<file path="config.mk">
export PLATFORM = sky130hd
export DESIGN_NAME = br_stats_ctr
export DESIGN_NICKNAME = d
export VERILOG_FILES = /design/src/rtl/br_stats_pkg.sv /design/src/rtl/br_stats_ctr_sat_ctr.sv /design/src/rtl/br_stats_ctr.sv
export SDC_FILE = /design/constraint.sdc
export NUM_CORES = 1
export LEC_CHECK = 0
export ABC_AREA = 1
export CORE_MARGIN = 2
export CORE_UTILIZATION = 30
export CTS_CLUSTER_DIAMETER = 80
export DETAILED_ROUTE_END_ITERATION = 16
export PLACE_DENSITY = 0.56
export REMOVE_ABC_BUFFERS = 1
export SLEW_MARGIN = 20
export SYNTH_ARGS = -nofsm -noshare
export SYNTH_HDL_FRONTEND = slang
export SYNTH_SLANG_ARGS = --single-unit
</file>
<file path="constraint.sdc">
create_clock -name clk -period 3.17 [get_ports clk]
set_clock_uncertainty 0.05 [all_clocks]
set_input_delay 0.317 -clock clk [delete_from_list [all_inputs] [get_ports clk]]
set_output_delay 0.317 -clock clk [all_outputs]
set_load 0.01 [all_outputs]
</file>
<file path="src/rtl/br_stats_pkg.sv">
// Shared constants for the branch-prediction statistics unit: register map,
// CTRL bit positions and default counter width.
package br_stats_pkg;

   localparam int unsigned CNT_W_DEF = 32;

   localparam logic [3:0] REG_CTRL     = 4'd0;
   localparam logic [3:0] REG_STATUS   = 4'd1;
   localparam logic [3:0] REG_BR_LO    = 4'd2;
   localparam logic [3:0] REG_BR_HI    = 4'd3;
   localparam logic [3:0] REG_HIT_LO   = 4'd4;
   localparam logic [3:0] REG_HIT_HI   = 4'd5;
   localparam logic [3:0] REG_MISPR_LO = 4'd6;
   localparam logic [3:0] REG_MISPR_HI = 4'd7;
   localparam logic [3:0] REG_CYC_LO   = 4'd8;
   localparam logic [3:0] REG_CYC_HI   = 4'd9;

   localparam int unsigned CTRL_EN  = 0;
   localparam int unsigned CTRL_CLR = 1;
   localparam int unsigned CTRL_FRZ = 2;

endpackage

</file>
<file path="src/rtl/br_stats_ctr_sat_ctr.sv">
// Saturating up-counter with synchronous clear; clear wins over increment and
// the count holds once it reaches all-ones.
module sat_ctr #(
   parameter int unsigned W = 32
) (
   input  logic         clk,
   input  logic         rst,
   input  logic         clr,
   input  logic         inc,
   output logic [W-1:0] q,
   output logic         sat
);

   assign sat = &q;

   always_ff @(posedge clk) begin
      if (rst || clr) begin
         q <= '0;
      end else if (inc && !sat) begin
         q <= q + W'(1);
      end
   end

endmodule

</file>
<file path="src/rtl/br_stats_ctr.sv">
// Branch-prediction statistics block: four saturating counters behind a
// 16-word register window with lo/hi shadow latches for coherent 32-bit reads.
module br_stats_ctr
   import br_stats_pkg::*;
#(
   parameter int unsigned CNT_W     = CNT_W_DEF,
   parameter logic [15:0] BASE_ADDR = 16'hC010
) (
   input  logic        clk,
   input  logic        rst,
   input  logic        inc_br_cnt,
   input  logic        inc_hit_cnt,
   input  logic        inc_mispr_cnt,
   input  logic [15:0] addr,
   input  logic        re,
   input  logic        we,
   input  logic [15:0] wdata,
   output logic [15:0] rdata,
   output logic        sel
);

   logic [3:0]       off;
   logic [1:0]       idx;
   logic             rd_en;
   logic             wr_ctrl;
   logic             clr;
   logic             lo_rd;
   logic             en_q;
   logic             frz_q;
   logic             active;
   logic [CNT_W-1:0] cnt [4];
   logic [31:0]      cnt_ext [4];
   logic [3:0]       sat_vec;
   logic [15:0]      shadow_q [4];
   logic [15:0]      rd_val;
   logic             unused_wdata;

   assign off     = addr[3:0];
   assign sel     = (addr[15:4] == BASE_ADDR[15:4]);
   assign rd_en   = sel & re;
   assign wr_ctrl = sel & we & (off == REG_CTRL);
   assign clr     = wr_ctrl & wdata[CTRL_CLR];
   assign active  = en_q & ~frz_q;
   // Counter index for offsets 2..9: lo/hi pairs map to 0..3.
   assign idx     = 2'(off[3:1] - 3'd1);
   assign lo_rd   = rd_en & (off inside {REG_BR_LO, REG_HIT_LO, REG_MISPR_LO, REG_CYC_LO});

   assign unused_wdata = ^wdata[15:3];

   sat_ctr #(.W(CNT_W)) u_br_ctr (
      .clk (clk),
      .rst (rst),
      .clr (clr),
      .inc (inc_br_cnt & active),
      .q   (cnt[0]),
      .sat (sat_vec[0])
   );

   sat_ctr #(.W(CNT_W)) u_hit_ctr (
      .clk (clk),
      .rst (rst),
      .clr (clr),
      .inc (inc_hit_cnt & active),
      .q   (cnt[1]),
      .sat (sat_vec[1])
   );

   sat_ctr #(.W(CNT_W)) u_mispr_ctr (
      .clk (clk),
      .rst (rst),
      .clr (clr),
      .inc (inc_mispr_cnt & active),
      .q   (cnt[2]),
      .sat (sat_vec[2])
   );

   sat_ctr #(.W(CNT_W)) u_cyc_ctr (
      .clk (clk),
      .rst (rst),
      .clr (clr),
      .inc (active),
      .q   (cnt[3]),
      .sat (sat_vec[3])
   );

   always_comb begin
      for (int i = 0; i < 4; i++) begin
         cnt_ext[i] = 32'(cnt[i]);
      end
   end

   always_ff @(posedge clk) begin
      if (rst) begin
         en_q  <= 1'b1;
         frz_q <= 1'b0;
      end else if (wr_ctrl) begin
         en_q  <= wdata[CTRL_EN];
         frz_q <= wdata[CTRL_FRZ];
      end
   end

   // Shadow captures the same pre-increment value the lo read returns.
   always_ff @(posedge clk) begin
      if (rst || clr) begin
         for (int i = 0; i < 4; i++) begin
            shadow_q[i] <= '0;
         end
      end else if (lo_rd) begin
         shadow_q[idx] <= cnt_ext[idx][31:16];
      end
   end

   always_comb begin
      rd_val = '0;
      case (off)
         REG_CTRL:     rd_val = {13'd0, frz_q, 1'b0, en_q};
         REG_STATUS:   rd_val = {12'd0, sat_vec};
         REG_BR_LO, REG_HIT_LO, REG_MISPR_LO, REG_CYC_LO: rd_val = cnt_ext[idx][15:0];
         REG_BR_HI, REG_HIT_HI, REG_MISPR_HI, REG_CYC_HI: rd_val = shadow_q[idx];
         default:      rd_val = '0;
      endcase
   end

   always_ff @(posedge clk) begin
      if (rst) begin
         rdata <= '0;
      end else if (rd_en) begin
         rdata <= rd_val;
      end
   end

endmodule

</file>
## Word-level counts from Yosys, hierarchy flattened

Memory sizes are Yosys's and may differ from the RTL's.
Cells that the tools add are included.
W data, S select, Z words.

| word-level totals | value |
|---|---|
| memories | 1 |
| output and inout port bits | 17 |
| register bits | 146 |
| bits in latches | 0 |
| RAM bits | 64 |
| bits in read-only memories | 0 |
| logic and storage cells | 65 |

| cells by class | value |
|---|---|
| eq/ne operators | 10 |
| div/mod/pow operators | 0 |
| magnitude comparators | 1 |
| bitwise gates (word level) | 11 |
| shifts and indexed selects | 0 |
| reductions and logical operators | 18 |
| $add $sub $neg | 5 |
| multiply operators | 0 |
| mux-type cells | 12 |

Memory list:

| name | depth | bits a word | rd ports | clocked after memory_dff | write ports | line | source |
|---|---|---|---|---|---|---|---|
| shadow_q | 4 | 16 | 1 | 0 | 4 | br_stats_ctr.sv:34 | `logic [15:0] shadow_q [4];` |

Operator list:

| kind | count |
|---|---|
| $add A32 B1 Y32 const B | 4 |
| $reduce_and A32 Y1 | 4 |
| $bmux W32 S2 | 1 |
| $mux W32 | 2 |
| $pmux W16 S4 | 1 |
| $eq A4 B3 Y1 const B | 4 |
| $mux W16 | 1 |
| $reduce_or A16 Y1 | 1 |
| $eq A12 B12 Y1 const B | 1 |
| $and A1 B1 Y1 | 9 |
| $eq A4 B2 Y1 const B | 2 |
| $eq A4 B4 Y1 const B | 2 |
| $reduce_or A4 Y1 | 2 |
| $mux W1 | 6 |
| $eq A4 B1 Y1 const B | 1 |
| $logic_and A1 B1 Y1 | 4 |
| $logic_not A1 Y1 | 4 |
| $logic_not A4 Y1 | 1 |
| $reduce_bool A4 Y1 | 1 |
| $ge A3 B3 Y1 const B | 1 |
| $not A2 Y3 | 1 |
| $mux W2 | 1 |
| $sub A2 B1 Y2 const B | 1 |
| $logic_or A1 B1 Y1 | 1 |
| $not A1 Y1 | 1 |

## Longest topological paths before layout

Gate-level depths: netlist (run 1).

| depth | value |
|---|---|
| depth after elaboration | 9 |
| depth in mapped cells | 12 |

## By module

Synthesis (run 1) repeated with hierarchy kept, for this count alone.

| second synthesis, totals | value |
|---|---|
| cell total of the unflattened synthesis | 1970 |
| area, all modules | 12677.2 µm² |

Modules (own cells, without submodules):

| module | cells an instance | times used | area an instance (µm²) |
|---|---|---|---|
| sat_ctr | 328 | 4 | 1989.4 |
| br_stats_ctr | 658 | 1 | 4719.5 |

## Worst setup path before layout (run 1)

Ideal clock, no wire load.

| path | value |
|---|---|
| kind | input to register |
| from | input port addr[2] |
| to | memory shadow_q[0][0], enable pin |
| path buffers | 1 |
| path slack | 0.569 ns |
| cell stages on the path | 8 |
| data arrival time | 2.140 ns |
| cell sequence | buf_2 > inv_2 > nand2_2 > nand2_2 > nand3_2 > inv_2 > nand2_4 > o21ai_0 |

RTL lines:

| element | line | source |
|---|---|---|
| from (decl) | br_stats_ctr.sv:14 | `input logic [15:0] addr,` |
| to (decl) | br_stats_ctr.sv:34 |  |

## Worst setup path in the final report (run 1)

| path | value |
|---|---|
| from | register u_br_ctr.q[0] |
| to | register u_br_ctr.q[16] |

| on the way | value |
|---|---|
| longest elaborated chain between the ends | 3 |
| elaborated cells between the ends (all ways) | 4 |

Ends and longest elaborated chain:

| element | line | source |
|---|---|---|
| from (decl) | br_stats_ctr_sat_ctr.sv:10 | `output logic [W-1:0] q,` |
| from (signal assigned) | br_stats_ctr_sat_ctr.sv:20 | `q <= q + W'(1);` |
| branches (longest 3 deep; another with $add A32 B1 Y32) | - |  |

Several ways; the timed one is not identified.
A chain may end at the register's enable or synchronous reset.

==> results of run 1 <==
[worst paths after layout]
| kind | endpoint | startpoint | slack [ns] |
|---|---|---|---|
| worst max-delay path | u_br_ctr.q[16] | u_br_ctr.q[0] | 0.59 |
| worst min-delay path | frz_q | wdata[2] | 0.26 |
| worst min register to register | rdata[5] | rdata[5] | 0.42 |
| worst max register to register | u_br_ctr.q[16] | u_br_ctr.q[0] | 0.59 |
[flip-flops by register name (all words and copies together), names as in the netlist]
signal	count
shadow_q	64
u_br_ctr.q	32
rdata	16
frz_q	1
u_mispr_ctr.q	32
u_hit_ctr.q	32
u_cyc_ctr.q	32
en_q	1
[logic make-up after synthesis]
family,after synthesis,share of synthesized area (%)
AND/OR/NAND/NOR,1130,38.5
AO/OA/AOI/OAI,240,10.5
buffers and inverters,237,8.26
flip-flops,210,39.2
XOR/XNOR,44,3.12
adder cells (fa/ha/maj),4,0.405
[worst max-delay path, stage by stage, from the launching register on]
cell and delay [ns]:
dfxtp_1 0.47, ha_1 0.24, inv_1 0.08, nor2_1 0.15, nand2_1 0.14, nor2_4 0.23
nand2_1 0.09, nand2_2 0.29, inv_2 0.31, nand2_1 0.18, xor2_1 0.15, nor2_1 0.05
[routing by layer]
layer,share of wire [%],wire (um)
met1,46,18300
met5,0,0
met3,7.1,2860
met4,4.0,1590
met2,43,17300
[cell usage after synthesis (5+ instances only)]
cell	instances	area [sq um]
edfxtp_1	64	1920
inv_1	151	567
nand4_1	31	194
xor2_1	40	350
nor3_2	5	50.1
buf_2	43	215
o21ai_0	68	340
a221oi_1	10	87.6
o221ai_1	6	52.6
nor3_1	52	260
o22ai_1	21	131
nand2_2	7	43.8
nand3b_1	11	82.6
a21oi_1	123	616
buf_6	5	56.3
nor2_4	7	78.8
inv_2	15	56.3
o21ai_1	6	30.0
nand3_1	74	370
clkbuf_1	9	33.8
buf_4	10	75.1
nand2_1	656	2460
nor2_2	6	37.5
nand3_2	6	60.1
dfxtp_1	146	2920
nor2_1	265	995
[power groups by stage]
stage / Clock (W) / Combinational [W] / Sequential [W]
after floorplan: 0 / 0.000167 / 0.00288
after global placement: 0 / 0.000330 / 0.00288
after detailed placement: 0 / 0.000331 / 0.00288
after CTS: 0.00293 / 0.000332 / 0.00282
after global routing: 0.00304 / 0.000363 / 0.00283
final: 0.00286 / 0.000334 / 0.00282
[final cells by class]
type	instances	area [sq um]	area share, %
multi-input cells	1418	6510	45.8
clock buffers	40	744	5.24
repair buffers	82	758	5.34
well taps	532	666	4.68
clock inverters	6	57.6	0.405
flip-flops and latches	210	4840	34.1
inverters	168	633	4.46
[metrics by stage]
stage	TNS (ns)	cell area (sq um)	instances	setup WS (ns)	hold WS [ns]
finish	0	14200	2456	0.586	0.255
global route	0	14200	2456	0.358	0.278
CTS	0	14200	2456	0.566	0.242
detailed placement	0	13400	2410	0.293	0.406
global placement	0	13400	2410	0.305	0.402
floorplan	-18.41	12000	1796	-0.407	0.336
==> results_dict.tcl, run 1 <==
set metrics [dict create \
    htree_levels 1 \
    io_buffers 42 \
    cts_resized 0 \
    end_kind "flop" \
    grtUsageMet2_pct 29.8 \
    period_share_pct 81.5 \
    clk_latency_ns 0.55 \
    drt-vias-per-instance 4.99 \
    yosysUniqueCellTypes 40 \
    min_path_cells 3 \
    comb_power_share_pct 5.6 \
    cts_sinks 210 \
    grt_pass1_wl_um 62300 \
    reg2regPathDepth 11 \
    vias 12300 \
    crit_arrival_ns 2.94 \
    ys_ff_latch 210 \
    grt_pass1_vias 11200 \
    dieWidth_um 207 \
    core.rowCount 74 \
    met1_usage_pct 25.6 \
    period_needed_ns 2.58 \
    critPathMaxFanout 28 \
    core_area_sq_um 40700 \
    drcViolationCount 0 \
    swShare_pct 23.8 \
    vdd_drop_max_uv 419 \
    top_usage_layer "met2" \
    die_h_um 207 \
    finalPower_w 0.00602 \
    ys_async_sr_fraction_pct 0 \
    min_path_type "primary input to flop" \
    drt_iter0_markers 1013 \
    ant_nets 0 \
    synthFlopType "dfxtp_1" \
    avgSynthCellArea_sq_um 6.63 \
    p_clk_share_pct 47.6 \
    yosysSeqAreaShare_pct 39.2 \
    outcome "completed" \
    grt_max_degree 92 \
    gr-usage-all-layers_pct 18.7 \
    p_switching_w 0.00143 \
    intPower_w 0.00459 \
    area_delta_synth_final_pct 14.9 \
    finalSetupViolations 0 \
    worstSetupStartpointType "flop" \
    rsz0062_at_grt "no" \
    cts_buffer_depth 3 \
    gp_congestion 0.926 \
    postCtsSetupRepairBufs 0 \
    synth_edf_count 64 \
    utilization_pct 34.9 \
    final-hold-violation-count 0 \
    slew_headroom_pct 53.2 \
    grt_use_met3_pct 2.68 \
    drv_cap 0 \
    dieArea_sq_um 42800 \
    fmax_mhz 387 \
    n_antenna_cell 0 \
    cts_tree "done" \
    final_cell_mix "nand2_1 (656), nor2_1 (263), inv_1 (151)" \
    mappedNetlistArea_sq_um 12400 \
    avgRoutedWirePerCell_um 16.3 \
    cts_root_buffer "clkbuf_16" \
    p_leak_nw 4.94 \
    path_class "flop to flop" \
    final_common_cell "nand2_1" \
    dp_hpwl_um 29600 \
    pwr-share-seq_pct 46.9 \
    hold_buffers 0 \
    worst_pin_slew_ns 0.702 \
    nFillCells 4412 \
    dr.pass1.iters 6 \
    syn_inst 1865 \
    cts_inserted_buffers 26 \
    drive_gt1_share_pct 6.86 \
    antenna_found_initial 0 \
    num_io_pins 56 \
    cp.required_ns 3.53 \
    drv_slew 0 \
    finalWirelength_um 40000 \
    p_per_area_nw_per_um2 424 \
    yosys_warnings 0 \
    initial_utilization_pct 30.3 \
    grt_overflow 0 \
    nets 1949 \
    clk_pin_slew_ns 0.07 \
]
Note: power is estimated with default switching activity, not from simulation.
==> run 2, diff against run 1 <==
==> constraint.sdc (replaced) <==
create_clock -name clk -period 2.6 [get_ports clk]
set_clock_uncertainty 0.05 [all_clocks]
set_input_delay 0.26 -clock clk [delete_from_list [all_inputs] [get_ports clk]]
set_output_delay 0.26 -clock clk [all_outputs]
set_load 0.01 [all_outputs]
==> results_dict.tcl, run 2 (same netlist as run 1, synthesis figures left out) <==
set metrics [dict create \
    outcome "completed" \
    hold_path_startpoint "wdata[2]" \
    initial_utilization_pct 30.3 \
    drcViolationCount 0 \
    fin_ws_ns 0.454 \
    drive_gt1_share_pct 7.61 \
    period_needed_ns 2.15 \
    finalSetupViolations 0 \
    cp.required_ns 3.03 \
    dp.cells 2428 \
    num_io_pins 56 \
    core.rowCount 74 \
    critPathMaxFanout 28 \
    setup_tns_ns 0 \
    dpl_worst_slack_ns 0.0543 \
    crit_arrival_ns 2.58 \
    vias 12200 \
    slew_headroom_pct 45.0 \
    cts_buffer_depth 3 \
    critPathMaxStageDelay_ns 0.40 \
    postCtsSetupRepairBufs 0 \
    grt_pass1_wl_um 63100 \
    dieWidth_um 207 \
    cts_sinks 210 \
    drt_iter0_markers 944 \
    dp_hpwl_um 30300 \
    drv_cap 0 \
    end_kind "flop" \
    finalWirelength_um 40200 \
    dr.pass1.iters 6 \
    gp_congestion 0.943 \
    clk_pin_slew_ns 0.06 \
    final-hold-violation-count 0 \
    grt_overflow 0 \
    worst_pin_slew_ns 0.825 \
    ant_nets 0 \
    period_share_pct 82.5 \
    final_cell_mix "nand2_1 (656), nor2_1 (263), inv_1 (151)" \
    antenna_found_initial 0 \
    largest_register "shadow_q" \
    rsz0062_at_grt "no" \
    gr-usage-all-layers_pct 18.9 \
    min_path_type "primary input to flop" \
    cts_tree "done" \
    nets 1967 \
    rr_endpoint "u_br_ctr.q[18]" \
    core_area_sq_um 40700 \
    clk_latency_ns 0.54 \
    dieArea_sq_um 42800 \
    multi_input_area_sq_um 6510 \
    cts_resized 0 \
    io_buffers 42 \
    grt_max_degree 80 \
    avgRoutedWirePerCell_um 16.2 \
    area_delta_synth_final_pct 16.1 \
    p_per_area_nw_per_um2 496 \
    utilization_pct 35.2 \
    critPathSlowestCell "inv_2" \
    htree_levels 1 \
    r2r_start "en_q" \
    worstSetupStartpointType "flop" \
    reg2regPathDepth 10 \
    fin_cells 2476 \
    regArea_sq_um 4840 \
    grt_pass1_vias 11500 \
    n_antenna_cell 0 \
    cts_root_buffer "clkbuf_16" \
    largest_register_ff_count 64 \
    drv_slew 0 \
    min_to "frz_q" \
    min_path_cells 3 \
    cts_inserted_buffers 26 \
    vdd_drop_max_uv 379 \
    final_common_cell "nand2_1" \
    cp_cell_sequence "inv_1 > nor2_4 > inv_2 > nor2_1 > nand2_2 > inv_2 > nand2_1 > o21ai_0 > inv_1 > nor2_1" \
    fmax_mhz 466 \
    rrSetupSlack_ns 0.45 \
    die_h_um 207 \
    path_class "flop to flop" \
    nFillCells 4403 \
    hold_buffers 0 \
    p_leak_nw 5.03 \
    drt-vias-per-instance 4.94 \
]
==> run 2: cell count changes in the layout (fill, tap and decap cells not counted) <==
cell       change
bufinv_16      -1
clkbuf_16      -1
buf_12         +4
clkinv_2       +1
clkbuf_1       -4
buf_4         +14
clkbuf_8       -2
clkinv_8       +1
clkinv_1       +8
==> run 2: layout make-up <==
type	instances	area share, %
well taps	532	4.64
flip-flops and latches	210	33.8
inverters	168	4.41
repair buffers	100	6.57
clock buffers	33	4.72
multi-input cells	1418	45.3
clock inverters	15	0.549
==> run 2: worst max path at each step <==
stage | startpoint | endpoint | slack [ns] | depth (start not counted)
2_1_floorplan | addr[2] | shadow_q[0][0] | -0.92 | 7
3_3_place_gp | addr[2] | shadow_q[0][9] | 0.02 | 9
4_1_cts | u_cyc_ctr.q[0] | u_cyc_ctr.q[7] | 0.48 | 10
6_report | en_q | u_br_ctr.q[18] | 0.45 | 10
5_1_grt | en_q | u_br_ctr.q[18] | 0.26 | 10
3_5_place_dp | addr[2] | shadow_q[3][15] | 0.05 | 7
==> run 2: critical path: cells and delay by family, from the launching register on <==
| family | cells | cell delay (ns) |
|---|---|---|
| AO/OA/AOI/OAI | 1 | 0.19 |
| buffers and inverters | 4 | 0.63 |
| flip-flops | 1 | 0.31 |
| AND/OR/NAND/NOR | 5 | 0.92 |
==> run 2: power breakdown <==
group          switching (W)  total, W  internal, W  leakage [nW]
clock network        0.00142   0.00325      0.00183         0.368
registers          0.0000236   0.00344      0.00342          1.84
logic               0.000286  0.000424     0.000138          2.83
==> run 2: through the flow <==
stage | power [W] | cell area [sq um] | hold slack, ns
finish | 0.00711 | 14300 | 0.229
global route | 0.00738 | 14300 | 0.243
CTS | 0.00719 | 14300 | 0.224
detailed placement | 0.00393 | 13600 | 0.407
global placement | 0.00393 | 13600 | 0.404
floorplan | 0.00371 | 12000 | 0.279
==> run 2: per-layer routing <==
layer,wire length (um),global-route usage [%],up-vias
li1,-,-,6122
met1,18400,25.3,5696
met2,17800,30.4,354
met3,2370,2.62,68
met4,1650,7.80,0
met5,0,0,-
==> run 3, diff against run 2 <==
--- a/config.mk
+++ b/config.mk
@@ -10,7 +10,7 @@
 export CORE_UTILIZATION = 30
 export CTS_CLUSTER_DIAMETER = 80
 export DETAILED_ROUTE_END_ITERATION = 16
-export PLACE_DENSITY = 0.56
+export PLACE_DENSITY = 0.58
 export REMOVE_ABC_BUFFERS = 1
 export SLEW_MARGIN = 20
 export SYNTH_ARGS = -nofsm -noshare
==> constraint.sdc (replaced) <==
create_clock -name clk -period 1.93 [get_ports clk]
set_clock_uncertainty 0.05 [all_clocks]
set_input_delay 0.193 -clock clk [delete_from_list [all_inputs] [get_ports clk]]
set_output_delay 0.193 -clock clk [all_outputs]
set_load 0.01 [all_outputs]
==> results_dict.tcl, run 3 (same netlist as run 1, synthesis figures left out) <==
set metrics [dict create \
    cts_inserted_buffers 27 \
    rrSetupSlack_ns 0.13 \
    cts_tree "done" \
    nets 2082 \
    core_area_sq_um 40700 \
    path_class "primary input to flop" \
    grt_max_degree 40 \
    nFillCells 4271 \
    final_cell_mix "nand2_1 (651), nor2_1 (255), inv_1 (151)" \
    num_io_pins 56 \
    postCtsSetupRepairBufs 0 \
    antenna_found_initial 0 \
    multi_input_area_sq_um 6590 \
    dpl-instance-area_sq_um 14600 \
    ant_nets 0 \
    final-hold-violation-count 0 \
    period_needed_ns 1.81 \
    cp-startpoint "addr[1]" \
    clk_latency_ns 0.56 \
    grt_pass1_vias 12000 \
    dpl_worst_slack_ns -0.379 \
    dr.pass1.iters 7 \
    outcome "completed" \
    largest_register_ff_count 64 \
    vias 12800 \
    crit_arrival_ns 2.17 \
    finalPower_w 0.0107 \
    min_path_type "primary input to flop" \
    area_delta_synth_final_pct 26.5 \
    n_antenna_cell 0 \
    rsz0062_at_grt "yes" \
    gp_congestion 0.954 \
    fmax_mhz 552 \
    grt_pass1_wl_um 65800 \
    finalSetupViolations 0 \
    rr_endpoint "u_hit_ctr.q[22]" \
    grt_overflow 0 \
    slew_headroom_pct 62.9 \
    end_kind "flop" \
    htree_levels 1 \
    vdd_drop_max_uv 620 \
    crit_end "shadow_q[1][1]" \
    drv_cap 0 \
    cts_buffer_depth 3 \
    avgRoutedWirePerCell_um 16.6 \
    drcViolationCount 0 \
    die_h_um 207 \
    drt-vias-per-instance 4.95 \
    worst_pin_slew_ns 0.551 \
    dieWidth_um 207 \
    p_per_area_nw_per_um2 685 \
    worstSetupStartpointType "primary input" \
    dp_hpwl_um 33200 \
    reg2regPathDepth 12 \
    gr-usage-all-layers_pct 19.9 \
    r2r_start "u_hit_ctr.q[0]" \
    critPathMaxFanout 15 \
    initial_utilization_pct 30.3 \
    p_leak_nw 5.78 \
    drv_slew 0 \
    cp.required_ns 2.29 \
    dieArea_sq_um 42800 \
    drive_gt1_share_pct 14.4 \
    clk_pin_slew_ns 0.06 \
    period_share_pct 93.9 \
    final_common_cell "nand2_1" \
    finalWirelength_um 42900 \
    largest_register "shadow_q" \
    io_buffers 42 \
    regArea_sq_um 4850 \
    drt_iter0_markers 1035 \
    core.rowCount 74 \
    fin_ws_ns 0.118 \
    cts_root_buffer "clkbuf_16" \
    cts_sinks 210 \
    design_area_sq_um 15600 \
]
run 3: changes by cell type in the layout (fill, tap and decap cells not counted), sizes merged:
cell / delta
buf: +113
clkinv: -10
bufinv: +5
clkbuf: +5
inv: +2
clkdlybuf4s50: -1
dlygate4sd2: +1
run 3: how the worst min path moves through the flow:
stage,startpoint,endpoint,depth (start not counted)
after floorplan,rst,rdata[0],1
after global placement,rdata[5],rdata[5],2
after detailed placement,rdata[4],rdata[4],2
after CTS,wdata[2],frz_q,3
after global routing,wdata[2],frz_q,3
final,wdata[2],frz_q,3
run 3: worst max-delay path, stage by stage:
cell             delay [ns]
clkdlybuf4s50_1        0.66
buf_4                  0.18
nand2_1                0.10
buf_12                 0.18
buf_4                  0.16
o221ai_1               0.36
nand2_1                0.17
a21oi_1                0.17
run 3: metrics by stage:
stage	instances	TNS [ns]	utilization, %	hold WS [ns]
after floorplan	1796	-172.89	-	0.212
after CTS	2590	0	38.1	0.131
after global placement	2541	-54.62	35.7	0.404
final	2591	0	38.4	0.150
after detailed placement	2541	-66.74	35.7	0.407
after global routing	2591	-0.0500	38.4	0.154
run 3: routing by layer:
layer	vias up	global-route usage, %	routed length [um]
li1	6372	-	-
met1	5880	26.6	18700
met2	484	32.7	19100
met3	94	3.25	3390
met4	0	6.86	1700
met5	-	0	0
run 3: report_power, final:
| group | total (W) | leakage [nW] | switching (W) | internal (W) |
|---|---|---|---|---|
| combinational | 0.000694 | 3.48 | 0.000424 | 0.000270 |
| sequential | 0.00463 | 1.84 | 0.0000288 | 0.00460 |
| clock | 0.00539 | 0.459 | 0.00201 | 0.00338 |
| total | 0.0107 | 5.78 | 0.00246 | 0.00826 |
run 3: area by class of cell:
type	instances	area share, %
repair buffers	214	12.5
flip-flops and latches	210	31.0
well taps	532	4.26
multi-input cells	1418	42.1
inverters	168	4.10
clock inverters	12	1.23
clock buffers	37	4.82
run 3: what timing repair did:
action,CTS,global route
hold buffers,0,0
endpoints found under the setup margin,1,104
endpoints found under the hold margin,0,0
gates cloned,0,1
pin swaps,0,3
resized for setup,4,37
